## config.mk

```make
export PLATFORM = sky130hd
export DESIGN_NAME = spi_slave_fifo
export DESIGN_NICKNAME = d
export VERILOG_FILES = /design/src/rtl/spi_slave_fifo.sv
export SDC_FILE = /design/constraint.sdc
export NUM_CORES = 1
export LEC_CHECK = 0
export ABC_AREA = 1
export ABC_CLOCK_PERIOD_IN_PS = 1600
export CORE_ASPECT_RATIO = 1.75
export CORE_MARGIN = 8
export CORE_UTILIZATION = 50
export DETAILED_ROUTE_END_ITERATION = 6
export PLACE_DENSITY = 0.72
export REMOVE_ABC_BUFFERS = 1
export SLEW_MARGIN = 20
export SYNTH_ARGS = -nofsm -noshare
export SYNTH_HDL_FRONTEND = slang
export SYNTH_SLANG_ARGS = --single-unit
```

## constraint.sdc

```tcl
create_clock -name clk -period 1.6 [get_ports clk]
set_input_delay 0.24 -clock clk [delete_from_list [all_inputs] [get_ports clk]]
set_output_delay 0.24 -clock clk [all_outputs]
set_load 0.05 [all_outputs]
```

## src/rtl/spi_slave_fifo.sv

```systemverilog
// SPI slave with RX/TX FIFOs. SPI pins are synchronised into the clk domain.
// A three-state FSM frames words. The TX FIFO feeds the MISO shifter and
// the RX FIFO collects completed MOSI words.
module spi_slave_fifo #(
    parameter int          WORDSIZE   = 8,
    parameter int          FIFO_DEPTH = 4,
    parameter bit          MSB_FIRST  = 1'b1,
    parameter logic [31:0] IDLE_WORD  = 32'h0000_0000
) (
    input  logic                clk,
    input  logic                rst,
    input  logic [1:0]          mode,
    input  logic                sck,
    input  logic                mosi,
    input  logic                ss,
    output logic                miso,
    output logic                miso_outen,
    input  logic [WORDSIZE-1:0] tx_data,
    input  logic                tx_valid,
    output logic                tx_ready,
    output logic [WORDSIZE-1:0] rx_data,
    output logic                rx_valid,
    input  logic                rx_ready,
    output logic                rx_overflow,
    output logic                tx_underrun,
    output logic                busy
);

    localparam int AW = $clog2(FIFO_DEPTH);
    localparam int PW = AW + 1;
    localparam int CW = $clog2(WORDSIZE + 1);
    localparam logic [WORDSIZE-1:0] IDLE_W   = IDLE_WORD[WORDSIZE-1:0];
    localparam logic [CW-1:0]       CNT_ONE  = CW'(1);
    localparam logic [CW-1:0]       CNT_LAST = CW'(WORDSIZE - 1);
    localparam logic [PW-1:0]       PTR_ONE  = PW'(1);

    typedef enum logic [1:0] {
        ST_IDLE  = 2'd0,
        ST_LOAD  = 2'd1,
        ST_SHIFT = 2'd2
    } state_t;

    // Shift one bit into a word, toward the end that leaves the wire first.
    function automatic logic [WORDSIZE-1:0] shift_in(input logic [WORDSIZE-1:0] w, input logic b);
        logic [WORDSIZE-1:0] r;
        r = w;
        if (MSB_FIRST) begin
            for (int i = WORDSIZE - 1; i > 0; i--) r[i] = w[i-1];
            r[0] = b;
        end else begin
            for (int i = 0; i < WORDSIZE - 1; i++) r[i] = w[i+1];
            r[WORDSIZE-1] = b;
        end
        return r;
    endfunction

    // Bit of a word that goes on the wire next.
    function automatic logic first_bit(input logic [WORDSIZE-1:0] w);
        return MSB_FIRST ? w[WORDSIZE-1] : w[0];
    endfunction

    logic sck_m, sck_q, sck_d, mosi_m, mosi_q, ss_m, ss_q;
    logic [1:0] mode_r;
    state_t state, state_n;
    logic [CW-1:0] bit_cnt;
    logic [WORDSIZE-1:0] rx_sh, tx_sh, rx_word_r;
    logic miso_r, rx_push_r, rx_overflow_r, tx_underrun_r;

    logic [WORDSIZE-1:0] tx_mem [FIFO_DEPTH];
    logic [WORDSIZE-1:0] rx_mem [FIFO_DEPTH];
    logic [PW-1:0] tx_wp, tx_rp, rx_wp, rx_rp;

    logic cpol, cpha, sck_rise, sck_fall, sample_edge, setup_edge, active;
    logic in_load, in_shift, do_sample, do_setup, word_done;
    logic tx_empty, tx_full, tx_push, tx_pop, rx_empty, rx_full, rx_pop, rx_wr, overflow_s;
    logic [WORDSIZE-1:0] load_word;

    assign cpol        = mode_r[1];
    assign cpha        = mode_r[0];
    assign sck_rise    = sck_q & ~sck_d;
    assign sck_fall    = ~sck_q & sck_d;
    assign sample_edge = (cpol ^ cpha) ? sck_fall : sck_rise;
    assign setup_edge  = (cpol ^ cpha) ? sck_rise : sck_fall;
    assign active      = ~ss_q;
    assign in_load     = (state == ST_LOAD) && active;
    assign in_shift    = (state == ST_SHIFT) && active;
    assign do_sample   = in_shift && sample_edge;
    assign word_done   = do_sample && (bit_cnt == CNT_LAST);
    // With CPHA=0 the setup edge that trails the last sample of a word belongs
    // to no bit, so setup edges only shift once this word has sampled something.
    assign do_setup    = in_shift && setup_edge && (cpha || (bit_cnt != {CW{1'b0}}));

    assign tx_empty  = (tx_wp == tx_rp);
    assign tx_full   = (tx_wp[AW] != tx_rp[AW]) && (tx_wp[AW-1:0] == tx_rp[AW-1:0]);
    assign tx_push   = tx_valid & ~tx_full;
    assign tx_pop    = in_load & ~tx_empty;
    assign load_word = tx_empty ? IDLE_W : tx_mem[tx_rp[AW-1:0]];

    assign rx_empty   = (rx_wp == rx_rp);
    assign rx_full    = (rx_wp[AW] != rx_rp[AW]) && (rx_wp[AW-1:0] == rx_rp[AW-1:0]);
    assign rx_pop     = ~rx_empty & rx_ready;
    assign rx_wr      = rx_push_r & (~rx_full | rx_pop);
    assign overflow_s = rx_push_r & rx_full & ~rx_pop;

    assign busy        = ~ss_q;
    assign miso_outen  = ~ss_q;
    assign miso        = miso_r & ~ss_q;
    assign tx_ready    = ~tx_full;
    assign rx_valid    = ~rx_empty;
    assign rx_data     = rx_mem[rx_rp[AW-1:0]];
    assign rx_overflow = rx_overflow_r;
    assign tx_underrun = tx_underrun_r;

    // Two-flop synchronisers for the SPI pins plus one history flop for sck edges.
    always_ff @(posedge clk) begin
        if (rst) begin
            sck_m  <= 1'b0; sck_q  <= 1'b0; sck_d <= 1'b0;
            mosi_m <= 1'b0; mosi_q <= 1'b0;
            ss_m   <= 1'b1; ss_q   <= 1'b1;
        end else begin
            sck_m  <= sck;  sck_q  <= sck_m; sck_d <= sck_q;
            mosi_m <= mosi; mosi_q <= mosi_m;
            ss_m   <= ss;   ss_q   <= ss_m;
        end
    end

    // Mode only follows the input while the slave is deselected.
    always_ff @(posedge clk) begin
        if (rst) begin
            mode_r <= 2'b00;
        end else if (ss_q) begin
            mode_r <= mode;
        end
    end

    // FSM state register.
    always_ff @(posedge clk) begin
        if (rst) begin
            state <= ST_IDLE;
        end else begin
            state <= state_n;
        end
    end

    // FSM next state; deselect forces IDLE from anywhere.
    always_comb begin
        state_n = state;
        if (!active) begin
            state_n = ST_IDLE;
        end else begin
            case (state)
                ST_IDLE:  state_n = ST_LOAD;
                ST_LOAD:  state_n = ST_SHIFT;
                ST_SHIFT: begin
                    if (word_done) state_n = ST_LOAD;
                    else           state_n = ST_SHIFT;
                end
                default:  state_n = ST_IDLE;
            endcase
        end
    end

    // Shift datapath: word load, MOSI capture, MISO drive and error pulses.
    always_ff @(posedge clk) begin
        if (rst) begin
            bit_cnt       <= {CW{1'b0}};
            rx_sh         <= {WORDSIZE{1'b0}};
            tx_sh         <= {WORDSIZE{1'b0}};
            rx_word_r     <= {WORDSIZE{1'b0}};
            miso_r        <= 1'b0;
            rx_push_r     <= 1'b0;
            rx_overflow_r <= 1'b0;
            tx_underrun_r <= 1'b0;
        end else begin
            rx_push_r     <= word_done;
            rx_overflow_r <= overflow_s;
            tx_underrun_r <= in_load & tx_empty;
            if (!active) begin
                bit_cnt <= {CW{1'b0}};
                rx_sh   <= {WORDSIZE{1'b0}};
                miso_r  <= 1'b0;
            end else if (in_load) begin
                bit_cnt <= {CW{1'b0}};
                if (cpha) begin
                    miso_r <= 1'b0;
                    tx_sh  <= load_word;
                end else begin
                    miso_r <= first_bit(load_word);
                    tx_sh  <= shift_in(load_word, 1'b0);
                end
            end else begin
                if (do_sample) begin
                    rx_sh <= shift_in(rx_sh, mosi_q);
                    if (word_done) begin
                        bit_cnt   <= {CW{1'b0}};
                        rx_word_r <= shift_in(rx_sh, mosi_q);
                    end else begin
                        bit_cnt <= bit_cnt + CNT_ONE;
                    end
                end
                if (do_setup) begin
                    miso_r <= first_bit(tx_sh);
                    tx_sh  <= shift_in(tx_sh, 1'b0);
                end
            end
        end
    end

    // TX FIFO pointers.
    always_ff @(posedge clk) begin
        if (rst) begin
            tx_wp <= {PW{1'b0}};
            tx_rp <= {PW{1'b0}};
        end else begin
            if (tx_push) tx_wp <= tx_wp + PTR_ONE;
            if (tx_pop)  tx_rp <= tx_rp + PTR_ONE;
        end
    end

    // TX FIFO storage.
    always_ff @(posedge clk) begin
        if (tx_push) tx_mem[tx_wp[AW-1:0]] <= tx_data;
    end

    // RX FIFO pointers; a push on full is allowed when the head pops in the same cycle.
    always_ff @(posedge clk) begin
        if (rst) begin
            rx_wp <= {PW{1'b0}};
            rx_rp <= {PW{1'b0}};
        end else begin
            if (rx_wr)  rx_wp <= rx_wp + PTR_ONE;
            if (rx_pop) rx_rp <= rx_rp + PTR_ONE;
        end
    end

    // RX FIFO storage.
    always_ff @(posedge clk) begin
        if (rx_wr) rx_mem[rx_wp[AW-1:0]] <= rx_word_r;
    end

endmodule

```

### Word-level counts from Yosys, hierarchy flattened

Memory sizes are Yosys's and may differ from the RTL's. A register that Yosys moved wholly into a read port is not among the register bits.
Index checks and enable logic that the tools add are counted.

| operators by class | value |
|---|---|
| add/subtract/negate cells | 5 |
| equality and inequality tests | 9 |
| multiplexer cells | 20 |
| bitwise logic cells | 21 |
| reduce and logical (&&, ||, !) cells | 17 |

Operators with widths:

| operator | count |
|---|---|
| two-way mux 8 bit | 4 |
| adder 3 x 1 -> 3 bit (second input constant) | 4 |
| bitwise AND 1 bit | 10 |
| two-way mux 2 bit | 5 |
| two-way mux 1 bit | 9 |
| inverter 1 bit | 9 |
| logical AND 1 bit | 8 |
| equality test 3 bit | 2 |
| one-hot mux 2 bit (3 select lines) | 1 |
| adder 4 x 1 -> 4 bit (second input constant) | 1 |
| equality test 2 bit | 2 |
| equality test 4 x 3 -> 1 bit (second input constant) | 1 |
| two-way mux 4 bit | 1 |
| AND reduction 2 bit | 2 |
| AND reduction 4 bit | 1 |
| nonzero test 4 bit | 1 |
| OR reduction 3 bit | 1 |
| equality test 2 x 1 -> 1 bit (second input constant) | 1 |
| equality test 2 bit (second input constant) | 1 |
| logical NOT 2 bit | 1 |
| != test 1 bit | 2 |
| nonzero test 2 bit | 1 |
| OR reduction 2 bit | 1 |
| logical OR 1 bit | 1 |
| other kinds (2) | 2 |

| word-level totals | value |
|---|---|
| register bits | 54 |
| bits in writable memories | 64 |
| bits of input ports | 17 |
| output and inout bits | 15 |
| word-level logic and storage cells | 95 |
| memories kept | 2 |

Memories:

| name | depth | width | rd ports | clocked after memory_dff | write ports | RTL line | text |
|---|---|---|---|---|---|---|---|
| rx_mem | 4 | 8 | 1 | 1 | 1 | 70 | `logic [WORDSIZE-1:0] rx_mem [FIFO_DEPTH];` |
| tx_mem | 4 | 8 | 1 | 1 | 1 | 69 | `logic [WORDSIZE-1:0] tx_mem [FIFO_DEPTH];` |

### Depth between registers and ports, before layout

| depth | value |
|---|---|
| depth after elaboration | 7 |
| mapped depth | 11 |

### Worst setup path before layout

No wires, ideal clock.

| path | value |
|---|---|
| path kind | reg-to-reg |
| start point | register tx_wp[0] |
| end point | memory tx_mem[0][0] (enable) |
| library setup time | 0.371 ns |
| arrival | 1.714 ns |
| required time | 1.229 ns |
| slack | -0.485 ns |
| stages on the path, launching flop included | 7 |
| path buffers | 0 |
| clock period less this slack | 2.085 ns |
| cells stage by stage | dfxtp_1 -> inv_1 -> nand2_1 -> nand2_1 -> nand4_1 -> nand2_1 -> nor2_1 |

| between the ends | value |
|---|---|
| word-level cells in the longest chain between the ends | 6 |

Ends and longest elaborated chain:

| what | RTL line | text |
|---|---|---|
| start, declared | 71 | `logic [PW-1:0] tx_wp, tx_rp, rx_wp, rx_rp;` |
| start signal, assigned | 212 | `tx_wp <= {PW{1'b0}};` |
| start signal, assigned | 215 | `if (tx_push) tx_wp <= tx_wp + PTR_ONE;` |
| equality test 2 bit | 94 | `assign tx_full = (tx_wp[AW] != tx_rp[AW]) && (tx_wp[AW-1:0] == tx_rp[AW-1:0]);` |
| logical AND 1 bit | 94 |  |
| inverter 1 bit | - |  |
| net tx_ready | 20 | `output logic tx_ready,` |
| bitwise AND 1 bit | 95 | `assign tx_push = tx_valid & ~tx_full;` |
| two-way mux 1 bit | 222 | `if (tx_push) tx_mem[tx_wp[AW-1:0]] <= tx_data;` |
| two-way mux 1 bit (implied by the code) | 222 |  |
| end, declared | 69 |  |

The timed path passes the listed nets, and every way through them passes these cells.

==> results.md <==
Timing:
- The clock skew is 5.941 ps.
- The final setup slack of the worst path is -153.4 ps.
- The final critical-path share of the clock period is 109.6%.
- The total of endpoints with negative setup slack in the final report is 9.
- The worst slew margin relative to its limit is 77.50%.
- The hold slack is 352.6 ps.
- The highest achievable clock rate is 570.3 MHz.
- Subtracting the final worst setup slack from the clock period gives 1753 ps.
- The final count of hold timing violations is 0.
- The slew of the pin with the lowest slew margin is 337.2 ps.
- Setup repair after global routing could not meet its margin everywhere.
- The max-slew violation count is 0.

Routing:
- The final wirelength is 10.58 mm.
- The total via count in the routed design is 3,944.
- The detailed router finished its first iteration with 162 violations.
- The detailed-route DRC error count is 0.
- The average routed wire per standard cell is 13.46 um.
- The count of nets left with antenna violations once routing finished came out at 0.
- The pre-antenna-repair detailed-routing pass consisted of 4 iterations.
- The post-detailed-route via-to-cell ratio is 5.018.

Floorplanning:
- The floorplan has 49 rows.
- The die covers 0.01404 mm^2.
- The initial cell density of the core is 51.08%.
- The region available for standard cell placement spans 0.01018 mm^2.
- The width of the die is 93.08 um.
- The die height is 150.9 um.
- During I/O placement, the number of pins put on the boundary was 32.

Run status:
- The final reports fail on setup timing.
- The run finished, with violations left.

Clock tree:
- The later pin in the worst-skew pair is clocked with a latency of 410 ps.
- After clock tree synthesis, the flow added hold-fix buffers numbering 0.
- In this run the deepest clock path goes through 2 buffers.
- The clock drives 122 sinks.
- The clock slew seen by the registers of the worst setup and hold paths is 50 ps.
- TritonCTS built the clock tree.
- The clock root buffer is clkbuf_16.
- Clock tree synthesis inserted a total of 17 buffers.
- The number of H-tree levels is 4.

Worst setup path:
- Traced cell by cell, the critical path runs through clkinvlp_4 > o21ai_0 > o22ai_1 > buf_4.
- The slowest stage of the critical path is the dfxtp_4 cell.
- The maximum fanout count along the critical path is 8.
- STA classifies the critical path endpoint as an output port.
- The arrival time of the worst setup path is 1510 ps.
- The endpoint identified for the worst register-to-register timing path is tx_mem[1][0]$_DFFE_PP_.
- In this design, the stage delay of the slowest critical-path cell is 410 ps.
- The startpoint identified for the worst register-to-register timing path is tx_wp[0]$_SDFFE_PP0P_.
- The setup check on the worst reg-to-reg path leaves a slack of 40 ps.
- Among cell families on the critical path, the largest total delay comes from flip-flops.
- The worst register-to-register path has a depth of 8.
- The worst setup path is of the reg2out kind.
- The worst path required time is 1360 ps.
- Counting both buffers and inverters, the worst setup path holds a total of 2.
- The worst setup path is launched from a flop.

Logic synthesis:
- The count of yosys warnings during synthesis is 0.
- The synthesized netlist occupies a cell area of 0.005199 mm^2.
- In this run, distinct cell masters in the synthesized netlist total 31.
- The cell count after synthesis came out at 570.
- The synthesized area divided by synthesized cell count is 9.121 um^2.
- The synthesis-stage register bit count is 122.
- The post-synthesis xor/xnor area fraction is 1.011%.
- After synthesis, the largest family of logic cells by area is simple AND/OR/NAND/NOR gates.
- The portion of netlist area occupied by mux cells is 0%.
- The compound-gate portion of the synthesized area is 6.667%.
- Of the total synthesized cell area, the portion taken by full adders, half adders and majority gates is 2.888%.
- The portion of the post-synthesis area used by sequential elements is 59.30%.
- The synthesized netlist devotes 22.84% of its cell area to simple gates.

Finish:
- The synthesis-to-finish area growth is 26.76%.
- The antenna cell count is 0.
- The finished cells cover 0.006590 mm^2.
- The fraction of layout instances using a drive strength above 1 is 20.18%.
- The net count of the finished layout is 675.

GRT:
- The initial antenna violation count is 0.
- The first-pass GRT wire length is 17.51 mm.
- The remaining global-route overflow is 0.
- The number of global-route vias before repair was 4,053.
- The total global-route track usage is 16.23%.
- The largest net degree at the start of global routing is 19.

Worst hold path:
- The launch instance of the worst min-delay path is mosi.
- For hold timing, the worst endpoint is mosi_m$_SDFF_PP0_.
- The class of the tightest hold or removal check is in2reg.
- The instance count along the most critical hold path is 3.

Place:
- Summed over all nets, the half-perimeter wirelength after detailed placement is 7.559 mm.
- In this run the cell area measured after placement is 0.005826 mm^2.
- Timing analysis after detailed placement gives a worst setup slack of 18.59 ps.
- In this run the tool buffered the top-level ports with 31 buffer cells.
- The final estimated routing congestion in global placement is 0.7812.

Pwr:
- The worst vdd rail ir drop is 1331 uV.
- The analysis attributes to cell leakage a power of 2.770 nW.
- Dividing total power by cell area gives a power density of 1135 mW/mm^2.

Job:
- The count of max-cap constraint violations is 0.
[kinds of logic after synthesis]
family | after synthesis
and+or+nand+nor | 270
DFF | 122
buffers and inverters | 94
AOI/OAI and AO/OA | 66
adders and majority gates | 12
xor gates and xnor gates | 6
[per-stage QoR]
stage / TNS, ps / cells / total power [mW] / utilization [%]
global route: -2836 / 786 / 7.748 / 64.75
global placement: 0 / 739 / 3.999 / 57.24
detailed placement: 0 / 739 / 4.012 / 57.24
floorplan: -24410 / 553 / 3.774 / -
CTS: -1285 / 782 / 7.540 / 64.09
finish: -933.0 / 786 / 7.479 / 64.75
[routing by layer]
layer,part of all wire [%],up-vias,global-route usage [%],wire [um]
li1,-,2008,-,-
met1,33,1828,12.08,3506
met2,61,78,33.51,6401
met3,3.2,30,5.509,343
met5,0,-,0,0
met4,3.1,0,8.759,326
[cell type report]
class                   instances  area [um^2]
clock buffers                  23        467.9
clock inverters                 9        73.82
fillers                       808         3587
inverters                      77        296.5
multi-input cells             354         1789
flip-flops and latches        122         3102
well taps                     127        158.9
repair buffers                 73        694.4
repair inverters                1        7.507
[sequential cells by signal, summed over array words and instances, names as in the netlist, 3 cells and up, named ones only]
register,flops
rx_mem,32
tx_sh,8
rx_wp,3
rx_rp,3
tx_rp,3
rx_sh,7
tx_wp,3
rx_word_r,8
bit_cnt,4
tx_mem,32
[cell usage after synthesis (all sizes together)]
library cell / instances / share of area, %
xor2: 5 / 0.84
nand3: 60 / 6.0
clkbuf: 7 / 0.51
or2: 5 / 0.60
xnor2: 1 / 0.17
inv: 77 / 5.6
buf: 10 / 1.2
a21oi: 32 / 3.2
nor3: 3 / 0.39
nand2: 124 / 9.2
o22ai: 8 / 0.96
o21ai: 25 / 2.4
nor2: 68 / 5.3
ha: 12 / 2.9
nand3b: 9 / 1.3
a21boi: 1 / 0.14
nand4: 1 / 0.12
edfxtp: 64 / 37
dfxtp: 58 / 22
[report_power, final]
group,switching [mW],total (mW),internal (mW)
Combinational,0.389,0.650,0.261
Sequential,0.0406,3.39,3.35
Clock,1.25,3.44,2.19
Total,1.68,7.48,5.80
[layout by cell type (no fill, tap or decap), types with 3 or more instances in the layout]
cell type          n
a21oi_1           30
buf_12             5
buf_4             44
buf_6              7
clkbuf_1           4
clkbuf_16         18
clkdlybuf4s50_1   16
clkinv_2           5
clkinvlp_4         5
dfxtp_1           49
dfxtp_2            6
dfxtp_4            3
edfxtp_1          64
ha_1              12
inv_1             64
inv_2             11
nand2_1          117
nand2_2            5
nand3_1           58
nand3b_1           9
nor2_1            62
nor2_2             5
o21ai_0           20
o21ai_2            3
o22ai_1            6
or2_2              3
xor2_1             5
[worst reg2reg max path, stage by stage, from the launching register on]
cell     delay (ps)
dfxtp_2         360
inv_2            40
nand2_1          50
nand2_1          80
nand4_1         170
buf_4           140
nand2_2          90
nor2_1          130
buf_4           200
[worst max path at each step]
stage / from / end / slack [ps] / depth (start not counted)
2_1_floorplan: tx_wp[0]$_SDFFE_PP0P_ / tx_mem[0][0]$_DFFE_PP_ / -490 / 6
3_3_place_gp: rx_ready / rx_mem[3][6]$_DFFE_PP_ / 20 / 6
3_5_place_dp: rx_ready / rx_mem[0][6]$_DFFE_PP_ / 20 / 6
6_report: flop / rx_data[1] / -150 / 4
5_1_grt: flop / rx_data[5] / -220 / 5
4_1_cts: flop / rx_data[7] / -180 / 5
[repair_timing]
action	in CTS	in global routing
pin swaps	10	8
endpoints found under the hold margin	0	0
gates resized for setup	30	19
gates cloned	1	0
endpoints found under the setup margin	10	59
setup buffers	11	5
No activity file was read; power rests on OpenSTA's default activity.
